[src/rtl/mem_arb_pkg.sv]
// Shared constants for the MEM-stage data RAM arbiter: FSM state encodings,
// port indices and default bus widths.
package mem_arb_pkg;

   localparam int unsigned MemArbAddrW = 3;
   localparam int unsigned MemArbDataW = 3;

   typedef logic [1:0] arb_state_t;

   localparam arb_state_t StIdle   = 2'd0;
   localparam arb_state_t StAccess = 2'd1;
   localparam arb_state_t StResp   = 2'd2;

   localparam logic Port0 = 1'b0;
   localparam logic Port1 = 1'b1;

endpackage

[src/rtl/mem_arb_pick.sv]
// Combinational two-way picker producing a one-hot grant from the request vector.
// MEM_ARB_ROUND_ROBIN_EN selects round-robin tie-breaking; otherwise port 0 has fixed priority.
module mem_arb_pick
   import mem_arb_pkg::*;
(
   input  logic [1:0] req,
`ifdef MEM_ARB_ROUND_ROBIN_EN
   input  logic       last,
`endif
   output logic [1:0] grant
);

   always_comb begin
      grant = 2'b00;
`ifdef MEM_ARB_ROUND_ROBIN_EN
      // On a tie the port that did not win last time goes first.
      if (req[Port0] && req[Port1]) begin
         grant = last ? 2'b01 : 2'b10;
      end else begin
         grant = req;
      end
`else
      if (req[Port0]) begin
         grant[Port0] = 1'b1;
      end else begin
         grant[Port1] = req[Port1];
      end
`endif
   end

endmodule

[src/rtl/mem_arbiter.sv]
// Two-port arbiter/sequencer for the single-ported MEM-stage data RAM (IDLE -> ACCESS -> RESP).
// Define MEM_ARB_ROUND_ROBIN_EN for round-robin ties; default build uses fixed port-0 priority.
module mem_arbiter
   import mem_arb_pkg::*;
#(
   parameter int unsigned ADDR_W = MemArbAddrW,
   parameter int unsigned DATA_W = MemArbDataW
) (
   input  logic              clk,
   input  logic              rst_n,
   input  logic              r0_req,
   input  logic              r0_we,
   input  logic [ADDR_W-1:0] r0_addr,
   input  logic [DATA_W-1:0] r0_wdata,
   input  logic              r1_req,
   input  logic              r1_we,
   input  logic [ADDR_W-1:0] r1_addr,
   input  logic [DATA_W-1:0] r1_wdata,
   output logic              r0_ack,
   output logic [DATA_W-1:0] r0_rdata,
   output logic              r1_ack,
   output logic [DATA_W-1:0] r1_rdata,
   output logic              mem_read_ctrl,
   output logic              mem_write_ctrl,
   output logic [ADDR_W-1:0] mem_address,
   output logic [DATA_W-1:0] mem_data_write,
   input  logic [DATA_W-1:0] mem_data_read,
   output logic              busy
);

   arb_state_t        state_q, state_d;
   logic [1:0]        req, grant;
   logic              start, win;
   logic              win_q, we_q;
   logic              r0_ack_q, r1_ack_q;
   logic [DATA_W-1:0] r0_rdata_q, r1_rdata_q;
   logic              rd_ctrl_q, wr_ctrl_q;
   logic [ADDR_W-1:0] addr_q;
   logic [DATA_W-1:0] wdata_q;
   logic              busy_q;
   logic              sel_we;
   logic [ADDR_W-1:0] sel_addr;
   logic [DATA_W-1:0] sel_wdata;

   assign req = {r1_req, r0_req};

`ifdef MEM_ARB_ROUND_ROBIN_EN
   logic last_q;

   mem_arb_pick u_pick (
      .req   (req),
      .last  (last_q),
      .grant (grant)
   );

   always_ff @(posedge clk or negedge rst_n) begin
      if (!rst_n) begin
         last_q <= Port1;
      end else if (state_q == StIdle && start) begin
         last_q <= win;
      end
   end
`else
   mem_arb_pick u_pick (
      .req   (req),
      .grant (grant)
   );
`endif

   assign start = |grant;
   assign win   = grant[Port1];

   always_comb begin
      sel_we    = win ? r1_we    : r0_we;
      sel_addr  = win ? r1_addr  : r0_addr;
      sel_wdata = win ? r1_wdata : r0_wdata;
   end

   always_comb begin
      state_d = state_q;
      unique case (state_q)
         StIdle:   if (start) state_d = StAccess;
         StAccess: state_d = StResp;
         StResp:   state_d = StIdle;
         default:  state_d = StIdle;
      endcase
   end

   always_ff @(posedge clk or negedge rst_n) begin
      if (!rst_n) begin
         state_q    <= StIdle;
         win_q      <= Port0;
         we_q       <= 1'b0;
         r0_ack_q   <= 1'b0;
         r1_ack_q   <= 1'b0;
         r0_rdata_q <= '0;
         r1_rdata_q <= '0;
         rd_ctrl_q  <= 1'b0;
         wr_ctrl_q  <= 1'b0;
         addr_q     <= '0;
         wdata_q    <= '0;
         busy_q     <= 1'b0;
      end else begin
         state_q <= state_d;
         busy_q  <= (state_d != StIdle);
         unique case (state_q)
            StIdle: begin
               // Only the winner's command is captured; the loser is sampled again later.
               if (start) begin
                  win_q     <= win;
                  we_q      <= sel_we;
                  addr_q    <= sel_addr;
                  wdata_q   <= sel_wdata;
                  rd_ctrl_q <= !sel_we;
                  wr_ctrl_q <= sel_we;
               end
            end
            StAccess: begin
               rd_ctrl_q <= 1'b0;
               wr_ctrl_q <= 1'b0;
               if (win_q == Port0) begin
                  r0_ack_q <= 1'b1;
                  if (!we_q) r0_rdata_q <= mem_data_read;
               end else begin
                  r1_ack_q <= 1'b1;
                  if (!we_q) r1_rdata_q <= mem_data_read;
               end
            end
            StResp: begin
               r0_ack_q <= 1'b0;
               r1_ack_q <= 1'b0;
            end
            default: begin
               rd_ctrl_q <= 1'b0;
               wr_ctrl_q <= 1'b0;
               r0_ack_q  <= 1'b0;
               r1_ack_q  <= 1'b0;
            end
         endcase
      end
   end

   assign r0_ack         = r0_ack_q;
   assign r1_ack         = r1_ack_q;
   assign r0_rdata       = r0_rdata_q;
   assign r1_rdata       = r1_rdata_q;
   assign mem_read_ctrl  = rd_ctrl_q;
   assign mem_write_ctrl = wr_ctrl_q;
   assign mem_address    = addr_q;
   assign mem_data_write = wdata_q;
   assign busy           = busy_q;

endmodule

[config.mk]
export PLATFORM = sky130hd
export DESIGN_NAME = mem_arbiter
export DESIGN_NICKNAME = d
export VERILOG_FILES = /design/src/rtl/mem_arb_pkg.sv /design/src/rtl/mem_arb_pick.sv /design/src/rtl/mem_arbiter.sv
export SDC_FILE = /design/constraint.sdc
export NUM_CORES = 1
export LEC_CHECK = 0
export CELL_PAD_IN_SITES_DETAIL_PLACEMENT = 1
export CELL_PAD_IN_SITES_GLOBAL_PLACEMENT = 1
export CORE_MARGIN = 2
export CORE_UTILIZATION = 29
export CTS_CLUSTER_SIZE = 25
export DETAILED_ROUTE_END_ITERATION = 8
export PLACE_DENSITY = 0.77
export SYNTH_ARGS = -nofsm -noshare
export SYNTH_HDL_FRONTEND = slang
export SYNTH_SLANG_ARGS = --single-unit
[constraint.sdc]
create_clock -name clk -period 1.3 [get_ports clk]
set_input_delay 0.26 -clock clk [delete_from_list [all_inputs] [get_ports clk]]
set_output_delay 0.26 -clock clk [all_outputs]
set_load 0.03 [all_outputs]
==> impl_summary.log <==
[metrics] Internal Power: 2.10 mW
[metrics] largest stage delay on the critical path: 0.49 ns
[metrics] Slew Viols, Final: 0
[metrics] path type of the worst min-delay path: in2async
[metrics] EDFF count, synth: 0
[metrics] number of warnings printed during yosys synthesis: 0
[metrics] total power consumption of the routed design: 3.58 mW
[metrics] clock insertion delay at the later pin of the skew report: 0.31 ns
[metrics] post-route fraction of the period consumed by the critical path: 107%
[metrics] sort of element at the end of the critical path: flop
[metrics] worst slew margin relative to its limit: 79.3%
[metrics] Post-Place Setup Slack: -0.561 ns
[metrics] status: finished, violations left
[metrics] post-CTS clock slew at the launch and capture registers of the worst setup and hold paths: 0.12 ns
[metrics] Max Clock Skew: 0.00234 ns
[metrics] leading cell types by total area after synthesis: sky130_fd_sc_hd__dfrtp_1 (56%), sky130_fd_sc_hd__mux2_2 (22%), sky130_fd_sc_hd__nor4_4 (4.5%)
[metrics] horizontal extent of the die: 60.8 µm
[metrics] I/O pins: 38
[metrics] largest buffer count on any clock path: 2
[metrics] HPWL after detailed placement: 1790 µm
[metrics] via count of the first global-routing pass: 876
[metrics] Final Hold Violating Endpoints: 0
[metrics] fraction of final layout cells with drive strength greater than 1: 51.6%
[metrics] count of unique library cells instantiated by Yosys: 18
[metrics] residual DRC count: 0
[metrics] initial DRC count: 12
[metrics] total track usage: 15.5%
[metrics] die span in y: 60.8 µm
[metrics] critical register-to-register path startpoint: state_q[1]$_DFF_PN0_
[metrics] portion of total power attributed to the clock network: 9.1%
[metrics] violations in the final reports: setup timing
[metrics] utilization after layout: 50.4%
[metrics] shortest clock period the worst path allows after layout: 1.39 ns
[metrics] transition time at the pin with the least slew margin: 0.309 ns
[metrics] Port Buf Inserts: 37
[metrics] post-synth top area cell: sky130_fd_sc_hd__dfrtp_1
[metrics] synthesized area per cell: 14.0 µm²
[metrics] number of placement rows: 20
[metrics] switching part of the total: 41.4%
[metrics] power density over cell area: 2330 nW/µm²
[metrics] CTS tree: yes
[metrics] global-route wire length before repair: 4140 µm
[metrics] maximum achievable frequency: 720 MHz
[metrics] via count: 754
[metrics] pin count of the biggest net entering global routing: 22
[metrics] max-cap violations: 0
[metrics] sequential share of power: 33.5%
[metrics] sequential-to-total area share from yosys stat: 56.1%
[metrics] R2R depth: 3
[metrics] critical register-to-register path endpoint: r0_rdata[1]$_DFFE_PN0P_
[metrics] core area: 3050 µm²
[metrics] Overflow after GRT: 0
[metrics] Worst Slack Setup Final: -0.0889 ns
[metrics] worst vdd rail ir drop: 0.760 mV
[metrics] TritonRoute pass-1 iters: 4
[metrics] type of the worst setup path: reg2reg
[metrics] Root Buffer: sky130_fd_sc_hd__clkbuf_4
[metrics] ordered cell list for the critical path: nor4_4, buf_4, mux2_4
[metrics] fraction of synthesized cell area taken by the top area cell type: 56.1%
[metrics] data arrival time at the worst-slack endpoint: 1.60 ns
[metrics] weighted congestion at the end of routability-driven global placement: 0.751
[metrics] unrepaired setup endpoints after global routing: true
[metrics] Top FF cell, synth: sky130_fd_sc_hd__dfrtp_1
[metrics] # diodes: 0
[metrics] residual antenna-violating net count after detailed routing: 0
[metrics] CTS Buf Count: 3
[metrics] Fillers: 334
[metrics] crit path max fanout: 5
[metrics] initial cell density of the core: 30.7%
[metrics] post-synth design cell area: 936 µm²
[metrics] dominant cell by count in the synthesized netlist: sky130_fd_sc_hd__dfrtp_1
[metrics] net load switching power: 1.48 mW
[metrics] most instantiated cells after synthesis: sky130_fd_sc_hd__dfrtp_1 (21), sky130_fd_sc_hd__mux2_2 (18), sky130_fd_sc_hd__a21oi_1 (6)
[metrics] post-synthesis sequential element count: 21
[metrics] number of endpoints failing setup at the final stage: 12
[metrics] post-synthesis async set-or-reset flop share: 100%
[metrics] via/cell ratio: 4.54
[metrics] kind of start point of the critical path: flop
[metrics] CP delay by family, top: flip-flops
[metrics] Comb pwr share: 57.4%
[metrics] net count after synthesis: 88
[metrics] LEAKAGE: 0.693 nW
[metrics] routed len/inst: 15.2 µm
[metrics] instance count of the mapped netlist: 67
[metrics] number of buffers and inverters on the critical path: 1
[metrics] maximum level of the CTS H-tree: 1
[metrics] crit path max-delay cell type: sky130_fd_sc_hd__dfrtp_2
[metrics] hold buffer count at cts: 0
[metrics] required time of the critical path: 1.51 ns
[metrics] number of antenna violations at the first check in global routing: 0
[metrics] die area: 3700 µm²
[metrics] # nets final: 144
[metrics] Final Routed Wirelength: 2530 µm
[metrics] internal reg-to-reg setup slack: -0.09 ns
[metrics] Syn-to-layout area delta: 64.4%
[metrics] Sinks on Clock Net: 21
==> how the worst max path moves through the flow <==
stage,startpoint,to,slack [ns],cells after the start
5_1_grt,win_q$_DFFE_PN0P_,r0_rdata[1]$_DFFE_PN0P_,-0.15,4
6_report,state_q[1]$_DFF_PN0_,r0_rdata[1]$_DFFE_PN0P_,-0.09,3
3_3_place_gp,r0_req,mem_data_write[2]$_DFFE_PN0P_,-0.52,5
2_1_floorplan,state_q[1]$_DFF_PN0_,mem_address[0]$_DFFE_PN0P_,-0.04,3
3_5_place_dp,r0_req,mem_address[0]$_DFFE_PN0P_,-0.56,5
4_1_cts,state_q[1]$_DFF_PN0_,r0_rdata[1]$_DFFE_PN0P_,-0.06,3
==> stage by stage <==
stage | TNS [ns] | instances | instance area, µm² | hold WS, ns
2_1_floorplan | -0.345 | 67 | 946 | -0.0356
3_3_place_gp | -4.55 | 156 | 1410 | 0.487
3_5_place_dp | -5.05 | 156 | 1410 | 0.498
4_1_cts | -0.268 | 165 | 1550 | 0.281
5_1_grt | -1.15 | 166 | 1540 | 0.291
6_report | -0.520 | 166 | 1540 | 0.279
==> kinds of logic after synthesis <==
| logic type | after synthesis | synth area share (%) |
|---|---|---|
| compound gates | 11 | 7.49 |
| buf+inv | 6 | 3.34 |
| flops | 21 | 56.1 |
| mux | 20 | 23.8 |
| simple gates | 9 | 9.23 |
==> timing repair <==
action,CTS,global route
setup endpoints to repair,27,18
gates cloned,0,0
gates resized for setup,51,14
pin swaps,3,2
buffers inserted,5,1
==> cells in the final DEF (no fill, tap or decap), types with 3 or more instances in the layout <==
cell type / n
sky130_fd_sc_hd__a21oi_1: 6
sky130_fd_sc_hd__buf_2: 5
sky130_fd_sc_hd__buf_4: 17
sky130_fd_sc_hd__buf_6: 3
sky130_fd_sc_hd__clkbuf_4: 3
sky130_fd_sc_hd__clkdlybuf4s15_2: 7
sky130_fd_sc_hd__clkdlybuf4s50_1: 18
sky130_fd_sc_hd__dfrtp_1: 20
sky130_fd_sc_hd__inv_1: 3
sky130_fd_sc_hd__mux2_2: 6
sky130_fd_sc_hd__mux2_4: 12
sky130_fd_sc_hd__nor2_1: 4
==> per-layer routing <==
layer | GRT usage [%] | vias up | wire (µm)
li1 | - | 349 | -
met4 | 7.45 | 0 | 52
met3 | 3.20 | 6 | 122
met5 | 0 | - | 0
met2 | 26.9 | 22 | 1260
met1 | 18.3 | 377 | 1090
==> area by class of cell <==
type                            instances  area, µm²  area share (%)
Inverter                                4       15.0           0.976
Tap cell                               44       55.1            3.58
Timing Repair Buffer                   53        483            31.4
Clock buffer                            3       22.5            1.46
Clock inverter                          1       5.00           0.325
Sequential cell                        21        527            34.2
Multi-Input combinational cell         40        432            28.0
==> power groups by stage <==
stage               Clock [mW]  Sequential (mW)  Combinational, mW
finish                   0.326             1.20               2.05
global route             0.374             1.24               2.18
CTS                      0.343             1.20               2.07
detailed placement           0             1.21               1.88
global placement             0             1.19               1.84
floorplan                    0             1.68              0.590
==> flip-flops by register name (all words and copies together), names as in the netlist <==
signal	count
r0_ack	1
mem_data_write	3
r1_ack	1
mem_read_ctrl	1
r1_rdata	3
mem_write_ctrl	1
mem_address	3
we_q	1
r0_rdata	3
state_q	2
busy	1
win_q	1
Note: power is estimated with default switching activity, not from simulation.
==> edit: new RTL, config.mk and constraints unchanged <==
Build with the macro `MEM_ARB_ROUND_ROBIN_EN` defined.
--- a/src/rtl/mem_arb_pick.sv
+++ b/src/rtl/mem_arb_pick.sv
@@ -1,5 +1,7 @@
 // Combinational two-way picker producing a one-hot grant from the request vector.
 // MEM_ARB_ROUND_ROBIN_EN selects round-robin tie-breaking; otherwise port 0 has fixed priority.
+`define MEM_ARB_ROUND_ROBIN_EN
+
 module mem_arb_pick
    import mem_arb_pkg::*;
 (
Function: changed (Yosys sat finds a counterexample within 10 cycles, from zero or initial values and one cycle with rst_n low).
==> edit against the original RTL <==
  * Fmax rose by 8.6%
  * Area after synthesis increased by 0.40%
  * Final area down 5.4%
  * Worst setup slack gained 0.11 ns
  * Sequential share of layout area increased by 3.7 points
  * Largest cell class unchanged
  * Sequential cell count up 1
  * Total power up 1.8%
  * Routed wire length decreased by 1.4%
  * Critical endpoint is now r1_rdata[0]
==> edit: results (changes against the original RTL) <==
status: finished, final reports clean (was finished, violations left)
clock network area share: 3.61% (was 1.79%)
clock skew: 0.0112 ns (was 0.00234 ns)
seq pwr: 0.00126 W (was 0.00120 W)
Clock transition at path regs: 0.14 ns (was 0.12 ns)
P_leak: 0.669 nW (was 0.693 nW)
Syn Nets: 96 (was 88)
Synth area leaders: dfrtp_1, mux2_2, mux2i_1 (was dfrtp_1, mux2_2, nor4_4)
seq_cells: 22 (was 21)
CP arrival: 1.48 ns (was 1.60 ns)
worst hold margin: 0.283 ns (was 0.279 ns)
sequential cell area share: 38.0% (was 34.2%)
r2r setup slk: 0.02 ns (was -0.09 ns)
Peak VDD IR: 0.000825 V (was 0.000760 V)
Final nets: 142 (was 144)
sequential-to-total area share from yosys stat: 58.7% (was 56.1%)
gr usage total: 14.9% (was 15.5%)
Non-clk bufs: 45 (was 53)
RR Endpoint: r1_rdata[0] (was r0_rdata[1])
DR top layer: met3 (was met4)
switching portion of total power: 42.2% (was 41.4%)
met2 wire length: 1.39 mm (was 1.26 mm)
fill count: 346 (was 334)
largest net degree at the start of global routing: 23 (was 22)
#MultiIn Comb: 45 (was 40)
multi-input logic area: 384 um2 (was 432 um2)
M1 GR Usage: 15.7% (was 18.3%)
==> edit: per-stage QoR <==
| step | cells | area [um2] | TNS [ns] | power (W) |
|---|---|---|---|---|
| 6_report | 164 | 1460 | 0 | 0.00364 |
| 5_1_grt | 164 | 1460 | -0.158 | 0.00387 |
| 3_5_place_dp | 159 | 1390 | -3.56 | 0.00315 |
| 2_1_floorplan | 75 | 940 | 0 | 0.00232 |
| 3_3_place_gp | 159 | 1390 | -2.70 | 0.00307 |
| 4_1_cts | 163 | 1490 | -0.178 | 0.00370 |
==> edit: logic make-up after synthesis <==
family / after synthesis / synth area share, %
multiplexers: 13 / 16.0
AO/OA/AOI/OAI: 22 / 14.2
flip-flops: 22 / 58.7
buffers and inverters: 8 / 4.79
AND/OR/NAND/NOR: 10 / 6.26
==> edit: repair_timing <==
action,in CTS,in global routing
endpoints found under the setup margin,25,25
buffers inserted,0,1
pin swaps,1,2
resized for setup,45,24
